<file path="config.mk">
export PLATFORM = sky130hd
export DESIGN_NAME = cordic_sequencer_flat
export DESIGN_NICKNAME = d
export VERILOG_FILES = /design/src/rtl/cordic_pkg.sv /design/src/rtl/cordic_sequencer_if.sv /design/src/rtl/cordic_iter_counter.sv /design/src/rtl/cordic_sequencer.sv /design/src/flat_wrapper.sv
export SDC_FILE = /design/constraint.sdc
export NUM_CORES = 1
export LEC_CHECK = 0
export BUFFER_PORTS_ARGS = -buffer_cell sky130_fd_sc_hd__buf_4
export CORE_AREA = 2 2 39 41
export DETAILED_ROUTE_END_ITERATION = 6
export DIE_AREA = 0 0 41 43
export PLACE_DENSITY = 0.74
export SLEW_MARGIN = 10
export SYNTH_ARGS = -nofsm -noshare
export SYNTH_HDL_FRONTEND = slang
export SYNTH_SLANG_ARGS = --single-unit
export TNS_END_PERCENT = 5
</file>
<file path="constraint.sdc">
create_clock -name clk -period 2.9 [get_ports clk]
set_input_delay 0.29 -clock clk [delete_from_list [all_inputs] [get_ports clk]]
set_output_delay 0.29 -clock clk [all_outputs]
set_load 0.01 [all_outputs]
</file>
<file path="src/rtl/cordic_pkg.sv">
// Shared types and constants for the CORDIC vectoring sequencer.
// Defaults mirror the C model's iteration settings.
package cordic_pkg;

    localparam int CORDIC_ITERATIONS      = 16;
    localparam int CORDIC_ITERATION_WIDTH = 4;
    // Start-to-done cycles without the quadrant pre-rotation step.
    localparam int CORDIC_LATENCY         = CORDIC_ITERATIONS + 3;

    typedef enum logic [2:0] {
        ST_IDLE  = 3'd0,
        ST_LOAD  = 3'd1,
        ST_PRE   = 3'd2,
        ST_ITER  = 3'd3,
        ST_LATCH = 3'd4,
        ST_DONE  = 3'd5
    } cordic_state_e;

    function automatic int cordic_latency(input int iterations, input bit pre_taken);
        return iterations + 3 + (pre_taken ? 1 : 0);
    endfunction

endpackage

</file>
<file path="src/rtl/cordic_sequencer_if.sv">
// Control bundle between the CORDIC sequencer and its requester/datapath.
// The slave modport is the sequencer's view; master is the requester's.
interface cordic_sequencer_if #(
    parameter int ITERATION_WIDTH = 4
);
    logic                       start;
    logic                       abort;
    logic                       x_neg;
    logic                       busy;
    logic                       load;
    logic                       pre_rot;
    logic                       iter_en;
    logic [ITERATION_WIDTH-1:0] iter_idx;
    logic                       out_latch;
    logic                       done;

    modport master (
        output start, abort, x_neg,
        input  busy, load, pre_rot, iter_en, iter_idx, out_latch, done
    );

    modport slave (
        input  start, abort, x_neg,
        output busy, load, pre_rot, iter_en, iter_idx, out_latch, done
    );
endinterface

</file>
<file path="src/rtl/cordic_iter_counter.sv">
// Micro-rotation counter: clear has priority, enable increments, terminal flag at ITERATIONS-1.
// Latency 1 cycle; reaching terminal count while enabled returns to 0 so the count never wraps.
module cordic_iter_counter #(
    parameter int WIDTH      = 4,
    parameter int ITERATIONS = 16
) (
    input  logic             clk,
    input  logic             rst,
    input  logic             clr_i,
    input  logic             en_i,
    output logic [WIDTH-1:0] cnt_o,
    output logic             tc_o
);
    logic [WIDTH-1:0] cnt_q;
    logic [WIDTH-1:0] cnt_d;

    localparam logic [WIDTH-1:0] LAST = WIDTH'(ITERATIONS - 1);

    assign tc_o  = (cnt_q == LAST);
    assign cnt_o = cnt_q;

    always_comb begin
        cnt_d = cnt_q;
        if (clr_i || (en_i && tc_o)) begin
            cnt_d = '0;
        end else if (en_i) begin
            cnt_d = cnt_q + WIDTH'(1);
        end
    end

    always_ff @(posedge clk or negedge rst) begin
        if (!rst) begin
            cnt_q <= '0;
        end else begin
            cnt_q <= cnt_d;
        end
    end
endmodule

</file>
<file path="src/rtl/cordic_sequencer.sv">
// Steps the CORDIC datapath: LOAD, optional PRE, ITERATIONS micro-rotations, LATCH, DONE pulse.
// Optional quadrant pre-rotation is compiled in with macro CORDIC_QUAD_CORR_EN.
module cordic_sequencer
    import cordic_pkg::*;
#(
    parameter int ITERATION_WIDTH = CORDIC_ITERATION_WIDTH,
    parameter int ITERATIONS      = CORDIC_ITERATIONS
) (
    input  logic               clk,
    input  logic               rst,
    cordic_sequencer_if.slave  sif
);
    cordic_state_e              state_q;
    cordic_state_e              state_d;
    logic                       busy_q;
    logic                       load_q;
    logic                       pre_rot_q;
    logic                       iter_en_q;
    logic                       out_latch_q;
    logic                       done_q;
    logic [ITERATION_WIDTH-1:0] cnt;
    logic                       cnt_tc;

    cordic_iter_counter #(
        .WIDTH      (ITERATION_WIDTH),
        .ITERATIONS (ITERATIONS)
    ) u_iter_counter (
        .clk   (clk),
        .rst   (rst),
        .clr_i (sif.abort || (state_q != ST_ITER)),
        .en_i  (state_q == ST_ITER),
        .cnt_o (cnt),
        .tc_o  (cnt_tc)
    );

`ifndef CORDIC_QUAD_CORR_EN
    logic unused_x_neg;
    assign unused_x_neg = sif.x_neg;
`endif

    always_comb begin
        state_d = state_q;
        case (state_q)
            ST_IDLE:  if (sif.start) state_d = ST_LOAD;
`ifdef CORDIC_QUAD_CORR_EN
            ST_LOAD:  state_d = sif.x_neg ? ST_PRE : ST_ITER;
            ST_PRE:   state_d = ST_ITER;
`else
            ST_LOAD:  state_d = ST_ITER;
`endif
            ST_ITER:  if (cnt_tc) state_d = ST_LATCH;
            ST_LATCH: state_d = ST_DONE;
            ST_DONE:  state_d = sif.start ? ST_LOAD : ST_IDLE;
            default:  state_d = ST_IDLE;
        endcase
        // Abort outranks everything, including a start seen in IDLE or DONE.
        if (sif.abort) state_d = ST_IDLE;
    end

    // Outputs are registered from the next state so they line up with state_q.
    always_ff @(posedge clk or negedge rst) begin
        if (!rst) begin
            state_q     <= ST_IDLE;
            busy_q      <= 1'b0;
            load_q      <= 1'b0;
            pre_rot_q   <= 1'b0;
            iter_en_q   <= 1'b0;
            out_latch_q <= 1'b0;
            done_q      <= 1'b0;
        end else begin
            state_q     <= state_d;
            busy_q      <= (state_d != ST_IDLE);
            load_q      <= (state_d == ST_LOAD);
            pre_rot_q   <= (state_d == ST_PRE);
            iter_en_q   <= (state_d == ST_ITER);
            out_latch_q <= (state_d == ST_LATCH);
            done_q      <= (state_d == ST_DONE);
        end
    end

    assign sif.busy      = busy_q;
    assign sif.load      = load_q;
`ifdef CORDIC_QUAD_CORR_EN
    assign sif.pre_rot   = pre_rot_q;
`else
    logic unused_pre_rot;
    assign unused_pre_rot = pre_rot_q;
    assign sif.pre_rot   = 1'b0;
`endif
    assign sif.iter_en   = iter_en_q;
    assign sif.iter_idx  = iter_en_q ? cnt : '0;
    assign sif.out_latch = out_latch_q;
    assign sif.done      = done_q;
endmodule

</file>
<file path="src/flat_wrapper.sv">
// flat-port wrapper written by rule: the top's interface ports become plain ports
module cordic_sequencer_flat import cordic_pkg::*;
#(
    parameter int ITERATION_WIDTH = CORDIC_ITERATION_WIDTH,
    parameter int ITERATIONS      = CORDIC_ITERATIONS
)
  (clk, rst, sif_start, sif_abort, sif_x_neg, sif_busy, sif_load, sif_pre_rot, sif_iter_en, sif_iter_idx, sif_out_latch, sif_done);
  cordic_sequencer_if #(.ITERATION_WIDTH(ITERATION_WIDTH)) sif_i ();
  input  logic clk;
  input  logic rst;
  input wire logic [$bits(sif_i.start)-1:0] sif_start;
  input wire logic [$bits(sif_i.abort)-1:0] sif_abort;
  input wire logic [$bits(sif_i.x_neg)-1:0] sif_x_neg;
  output wire logic [$bits(sif_i.busy)-1:0] sif_busy;
  output wire logic [$bits(sif_i.load)-1:0] sif_load;
  output wire logic [$bits(sif_i.pre_rot)-1:0] sif_pre_rot;
  output wire logic [$bits(sif_i.iter_en)-1:0] sif_iter_en;
  output wire logic [$bits(sif_i.iter_idx)-1:0] sif_iter_idx;
  output wire logic [$bits(sif_i.out_latch)-1:0] sif_out_latch;
  output wire logic [$bits(sif_i.done)-1:0] sif_done;
  assign sif_i.start = sif_start;
  assign sif_i.abort = sif_abort;
  assign sif_i.x_neg = sif_x_neg;
  assign sif_busy = sif_i.busy;
  assign sif_load = sif_i.load;
  assign sif_pre_rot = sif_i.pre_rot;
  assign sif_iter_en = sif_i.iter_en;
  assign sif_iter_idx = sif_i.iter_idx;
  assign sif_out_latch = sif_i.out_latch;
  assign sif_done = sif_i.done;
  cordic_sequencer #(.ITERATION_WIDTH(ITERATION_WIDTH), .ITERATIONS(ITERATIONS)) u_core (.clk(clk), .rst(rst), .sif(sif_i));
endmodule
</file>
==> results of run 1 <==
layout by cell type (no fill, tap or decap):
cell type      count
buf_4             12
dfrtp_1           12
nor2_1             6
and2_1             4
nand3_1            3
clkbuf_4           3
inv_1              2
nand2b_1           2
nor2_2             2
a21o_1             1
nand4_1            1
nor3b_2            1
o21bai_1           1
o22a_1             1
a21oi_1            1
nor3b_1            1
nand4bb_1          1
nor3_1             1
xnor2_1            1
nand2b_4           1
xor2_1             1
ha_1               1
conb_1             1
dlygate4sd3_1      1
worst paths after layout:
| kind | start | to | depth (start not counted) |
|---|---|---|---|
| min reg2reg | u_core.u_iter_counter.cnt_o[0] | u_core.u_iter_counter.cnt_o[0] | 1 |
| max | u_core.u_iter_counter.cnt_o[3] | sif_iter_idx[3] | 2 |
| max in group asynchronous | rst | u_core.state_q[1] | 2 |
| min | sif_abort | u_core.state_q[2] | 2 |
| max reg2reg | u_core.u_iter_counter.cnt_o[0] | u_core.state_q[0] | 4 |
| min in group asynchronous | rst | u_core.u_iter_counter.cnt_o[3] | 2 |
worst max-delay path, cell delays in order, from the launching register on:
cell	delay, ns
dfrtp_1	0.43
and2_1	0.16
buf_4	0.13
per-stage QoR:
stage	utilization, %	cell area, um2
2_1_floorplan	-	533
3_3_place_gp	45.1	624
3_5_place_dp	45.1	624
4_1_cts	47.5	657
5_1_grt	47.5	657
6_report	47.5	657
metal layers:
| metal | track usage [%] | vias up | routed length (um) |
|---|---|---|---|
| li1 | - | 181 | - |
| met1 | 15.4 | 168 | 335 |
| met2 | 14.7 | 9 | 409 |
| met3 | 1.57 | 0 | 42 |
| met4 | 10.0 | 0 | 0 |
| met5 | 0 | - | 0 |
power groups by stage:
stage                     combinational, mW  clock (mW)  sequential (mW)
after floorplan                      0.0145           0            0.182
after global placement               0.0262           0            0.181
after detailed placement             0.0267           0            0.181
after CTS                            0.0278      0.0992            0.178
after global routing                 0.0308       0.108            0.178
final                                0.0270      0.0948            0.178
what timing repair did:
action / 4_1_cts / 5_1_grt
endpoints found under the hold margin: 12 / 0
hold buffers: 1 / 0
setup endpoints to repair: 0 / 0
area by class of cell:
class	instances	area [um2]
Fill cell	134	727
Sequential cell	12	300
Clock buffer	3	22.5
Inverter	2	7.51
Tap cell	16	20.0
Timing Repair Buffer	13	100
Multi-Input combinational cell	31	206
cells by family (layout without fill, tap and decap cells):
| family | Yosys count | count (layout) | synth area share [%] |
|---|---|---|---|
| AND/OR/NAND/NOR | 23 | 23 | 27.0 |
| flip-flops | 12 | 12 | 56.3 |
| AO/OA/AOI/OAI | 4 | 4 | 5.40 |
| buffers and inverters | 4 | 18 | 4.93 |
| XOR/XNOR | 2 | 2 | 3.29 |
| adder cells (fa/ha/maj) | 1 | 1 | 2.35 |
| other | 1 | 1 | 0.704 |
state kept, by name, summed over array words and instances (netlist names):
name	count
u_core.sif.load	1
u_core.state_q	3
u_core.sif.done	1
u_core.sif.busy	1
u_core.sif.out_latch	1
u_core.u_iter_counter.cnt_o	4
u_core.sif.iter_en	1
==> reports/results.tsv, run 1 <==
stage	metric	value	unit
logic_synthesis	yosys_synthesis_warning_count	0	
clocking	clock_sink_count	12	
power	post-layout-total-power	0.299	mW
drt	totalWireLength	786	um
floorplanning	die_w	41	um
placed_design	number_of_port_buffers	12	
clocking	root_buf_cell	clkbuf_4	
power	ir_drop	0.000238	V
clocking	cts.htree.levels	1	
critical_path	arrival	0.98	ns
floorplanning	core_area	1380	um2
logic_synthesis	post_synth.cell_area_avg	11.3	um2
logic_synthesis	synth_commonest_cells	dfrtp_1 (12), nor2_1 (6), and2_1 (4), nand3_1 (3)	
power	netSwitchingPower	0.0654	mW
clocking	path_clk_slew	0.07	ns
logic_synthesis	syn_nets	53	
power	seqPwrFrac	59.3	%
logic_synthesis	synth_enable_flop_cells	0	
sta	final-hold-violation-count	0	
sta	timing.final.crit_share	43.9	%
power	leak_pwr	0.329	nW
sta	post-route-min-period	1.27	ns
drt	route.detailed.vias_per_inst	4.65	
floorplanning	die_h	43	um
global_route	vias_in_the_first_global_route	307	
global_route	antenna_found_initial	0	
floorplanning	io-pin-count	15	
sta	timing.final.setup_violations	0	
sta	slew_violations	0	
hold_path	worstHoldPathType	in -> reg	
logic_synthesis	synth_ff_type	dfrtp_1	
placed_design	gp_congestion	0.737	
critical_path	kind_of_end_point_of_the_critical_path	output pin	
clocking	cts_buffer_depth	2	
power	power_density	456	nW/um2
sta	grt_setup_unrepaired	no	
status	run_status	complete, no violations	
cells_and_area	flow.area_growth_from_synthesis	23.2	%
clocking	worst_skew_pair.late_latency	0.26	ns
drt	ant_nets	0	
floorplanning	floorplan.die_area	1760	um2
logic_synthesis	synth_top_area_share	56.3	%
power	p_int	0.234	mW
placed_design	place_worst_setup_slack	1.69	ns
power	power.switching_fraction	21.8	%
drt	vias	358	
global_route	grt_max_degree	13	
cells_and_area	non_filler_instance_count_after_layout	77	
critical_path	crit_path_start_kind	register	
sta	finalHoldWorstSlack	0.245	ns
floorplanning	core.rowCount	14	
drt	firstDrtPassIters	3	
logic_synthesis	ys_ff_latch	12	
power	comb_pwr_share	9.0	%
sta	achievable-frequency	786	MHz
logic_synthesis	ys_types	23	
clocking	cts_inserted_buffers	3	
clocking	cts_resized	0	
cells_and_area	layout-drive-gt1-share	31.1	%
placed_design	placed_cells	73	
global_route	grt_remaining_overflow	0	
flow_run	drv.max_cap_violation_count	0	
global_route	grt_util_all_layers	11.3	%
sta	setup_slack	1.63	ns
drt	drtIter0Drc	10	
critical_path	worstPathRequired	2.61	ns
power	clock_power_share	31.7	%
clocking	tritoncts	done	
logic_synthesis	syn-instance-count	47	
critical_path	rrSetupSlack	1.69	ns
cells_and_area	antenna-diode-count	0	
global_route	grt_first_pass_wirelength	1270	um
logic_synthesis	synth_area_leaders	dfrtp_1 (56%), and2_1 (4.7%), nor2_1 (4.2%), nand3_1 (2.8%), nand2b_4 (2.6%)	
logic_synthesis	ys_async_sr_fraction	100	%
placed_design	post_detail_place_hpwl	609	um
logic_synthesis	synth_top_area_cell	dfrtp_1	
sta	totalNegativeSetupSlack	0	ns
critical_path	critical_path_class	reg -> out	
critical_path	critPathMaxFanout	4	
logic_synthesis	netlist_area	533	um2
drt	drc_violations_left	0	
clocking	cts.repair_timing.setup_buffer_count	0	
floorplanning	start_util	38.5	%
logic_synthesis	synthMostInstantiatedCell	dfrtp_1	
drt	avgRoutedWirePerCell	10.2	um
cells_and_area	final_nets	69	
logic_synthesis	synth-seq-area-share	56.3	%
sta	clock_skew	0.00269	ns
(Power assumes the default switching activity.)
==> run 2: changes to the inputs <==
==> constraint.sdc (replaced) <==
create_clock -name clk -period 1.3 [get_ports clk]
set_input_delay 0.13 -clock clk [delete_from_list [all_inputs] [get_ports clk]]
set_output_delay 0.13 -clock clk [all_outputs]
set_load 0.01 [all_outputs]
==> run 2 against run 1 <==
Net effect: first-iteration DRC count down 30%; count of clock-buffer cells in the layout up 1; critical path depth up 2; utilization up 1.2 points; die area unchanged; worst hold slack worse by 0.18 ns; critical path type is now reg -> reg.
==> reports/results.tsv, run 2 (synthesis gave the netlist of run 1 again) <==
stage	metric	value	unit	change
critical_path	critical_path_class	reg -> reg		
clocking	cts.htree.levels	1		unchanged
power	power_density	1120	nW/um2	+150%
clocking	worst_skew_pair.late_latency	0.27	ns	about the same
cells_and_area	layout-drive-gt1-share	33.9	%	+2.7 points
hold_path	worstHoldPathType	in -> reg		
sta	clock_skew	0.00221	ns	-0.000480 ns
placed_design	gp_congestion	0.737		about the same
sta	totalNegativeSetupSlack	0	ns	unchanged
clocking	clock_sink_count	12		unchanged
floorplanning	die_h	43	um	unchanged
clocking	path_clk_slew	0.08	ns	about the same
cells_and_area	largest_reg_flops	4		unchanged
cells_and_area	final_nets	69		unchanged
critical_path	crit_path_start	u_core.u_iter_counter.cnt_o[0]		
floorplanning	floorplan.die_area	1760	um2	unchanged
global_route	grt_util_all_layers	12.0	%	+0.70 points
clocking	cts_inserted_buffers	3		unchanged
power	clock_power_share	39.4	%	+7.7 points
critical_path	worstPathRequired	1.46	ns	-1.15 ns
power	netSwitchingPower	0.168	mW	+160%
drt	drc_violations_left	0		unchanged
clocking	cts_buffer_depth	2		unchanged
power	ir_drop	0.000498	V	+110%
cells_and_area	antenna-diode-count	0		unchanged
placed_design	number_of_port_buffers	12		unchanged
global_route	grt_first_pass_wirelength	1370	um	+8.2%
status	run_status	complete, no violations		
placed_design	placed_cells	73		unchanged
floorplanning	core.rowCount	14		unchanged
sta	final-hold-violation-count	0		unchanged
cells_and_area	non_filler_instance_count_after_layout	78		+1.3%
critical_path	kind_of_end_point_of_the_critical_path	register		
flow_run	drv.max_cap_violation_count	0		unchanged
power	comb_pwr_share	8.1	%	-0.9 points
critical_path	r2r_start	u_core.u_iter_counter.cnt_o[0]		
global_route	grt_max_degree	13		unchanged
global_route	antenna_found_initial	0		unchanged
floorplanning	start_util	38.5	%	unchanged
power	p_int	0.585	mW	+150%
clocking	tritoncts	done		
cells_and_area	final_cell_mix	buf_4 (12), dfrtp_1 (12), nor2_1 (6), and2_1 (4)		
clocking	root_buf_cell	clkbuf_4		
floorplanning	io-pin-count	15		unchanged
drt	firstDrtPassIters	4		+1
hold_path	holdCritStartpoint	sif_abort		
power	seqPwrFrac	52.5	%	-6.8 points
drt	vias	376		+5.0%
sta	slew_violations	0		unchanged
sta	setup_slack	0.103	ns	-1.52 ns
sta	post-route-min-period	1.20	ns	
sta	achievable-frequency	835	MHz	
power	leak_pwr	0.333	nW	+1.2%
drt	drtIter0Drc	7		-3
floorplanning	core_area	1380	um2	unchanged
power	post-layout-total-power	0.753	mW	+150%
drt	totalWireLength	844	um	+7.4%
critical_path	crit_path_start_kind	register		
sta	finalHoldWorstSlack	0.0641	ns	-0.181 ns
clocking	cts.repair_timing.setup_buffer_count	0		unchanged
power	power.switching_fraction	22.3	%	+0.48 points
drt	route.detailed.vias_per_inst	4.82		+3.7%
floorplanning	die_w	41	um	unchanged
cells_and_area	flow.area_growth_from_synthesis	26.3	%	
critical_path	critPathMaxFanout	4		unchanged
placed_design	place_worst_setup_slack	0.0977	ns	-1.59 ns
drt	avgRoutedWirePerCell	10.8	um	+6.0%
global_route	vias_in_the_first_global_route	332		+8.1%
critical_path	arrival	1.36	ns	+0.38 ns
global_route	grt_remaining_overflow	0		unchanged
drt	ant_nets	0		unchanged
sta	timing.final.setup_violations	0		unchanged
sta	grt_setup_unrepaired	no		
sta	timing.final.crit_share	92.1	%	
-- run 2: final cells by class --
cell class	count	area, um2
Fill cell	134	711
Sequential cell	12	300
Multi-Input combinational cell	31	209
Timing Repair Buffer	13	100
Clock buffer	4	36.3
Tap cell	16	20.0
Inverter	2	7.51
-- run 2: stage by stage --
stage | cell area, um2 | utilization, %
finish | 673 | 48.6
detailed placement | 624 | 45.1
floorplan | 533 | -
CTS | 671 | 48.5
global route | 673 | 48.6
global placement | 624 | 45.1
-- run 2: repair_timing --
| item | 4_1_cts | 5_1_grt |
|---|---|---|
| setup endpoints to repair | 0 | 1 |
| hold buffers | 1 | 0 |
| endpoints found under the hold margin | 12 | 0 |
| resized for setup | 0 | 1 |
-- run 2: worst paths after layout --
kind	endpoint	slack (ns)	cells past startpoint
worst max-delay path	u_core.state_q[0]	0.10	4
worst max register to register	u_core.state_q[0]	0.10	4
max in group asynchronous	u_core.u_iter_counter.cnt_o[0]	0.93	2
min in group asynchronous	u_core.sif.out_latch	0.22	2
worst min register to register	u_core.u_iter_counter.cnt_o[0]	0.48	1
worst min-delay path	u_core.state_q[2]	0.06	2
-- run 2: worst max-delay path, cell delays in order, from the launching register on --
cell,delay (ns)
dfrtp_1,0.39
ha_2,0.22
nand4_1,0.14
nor3b_2,0.19
o21bai_1,0.15
-- run 2: power groups by stage --
stage	clock (mW)	combinational, mW	sequential, mW
floorplan	0	0.0324	0.405
global placement	0	0.0584	0.403
detailed placement	0	0.0596	0.403
CTS	0.300	0.0620	0.396
global route	0.323	0.0686	0.398
finish	0.297	0.0607	0.396
-- run 2: per-layer routing --
| layer | vias up | track usage [%] | routed length, um |
|---|---|---|---|
| met3 | 4 | 3.14 | 37 |
| met4 | 0 | 10.0 | 27 |
| met5 | - | 0 | 0 |
| met2 | 11 | 14.7 | 381 |
| met1 | 176 | 16.7 | 398 |
| li1 | 185 | - | - |
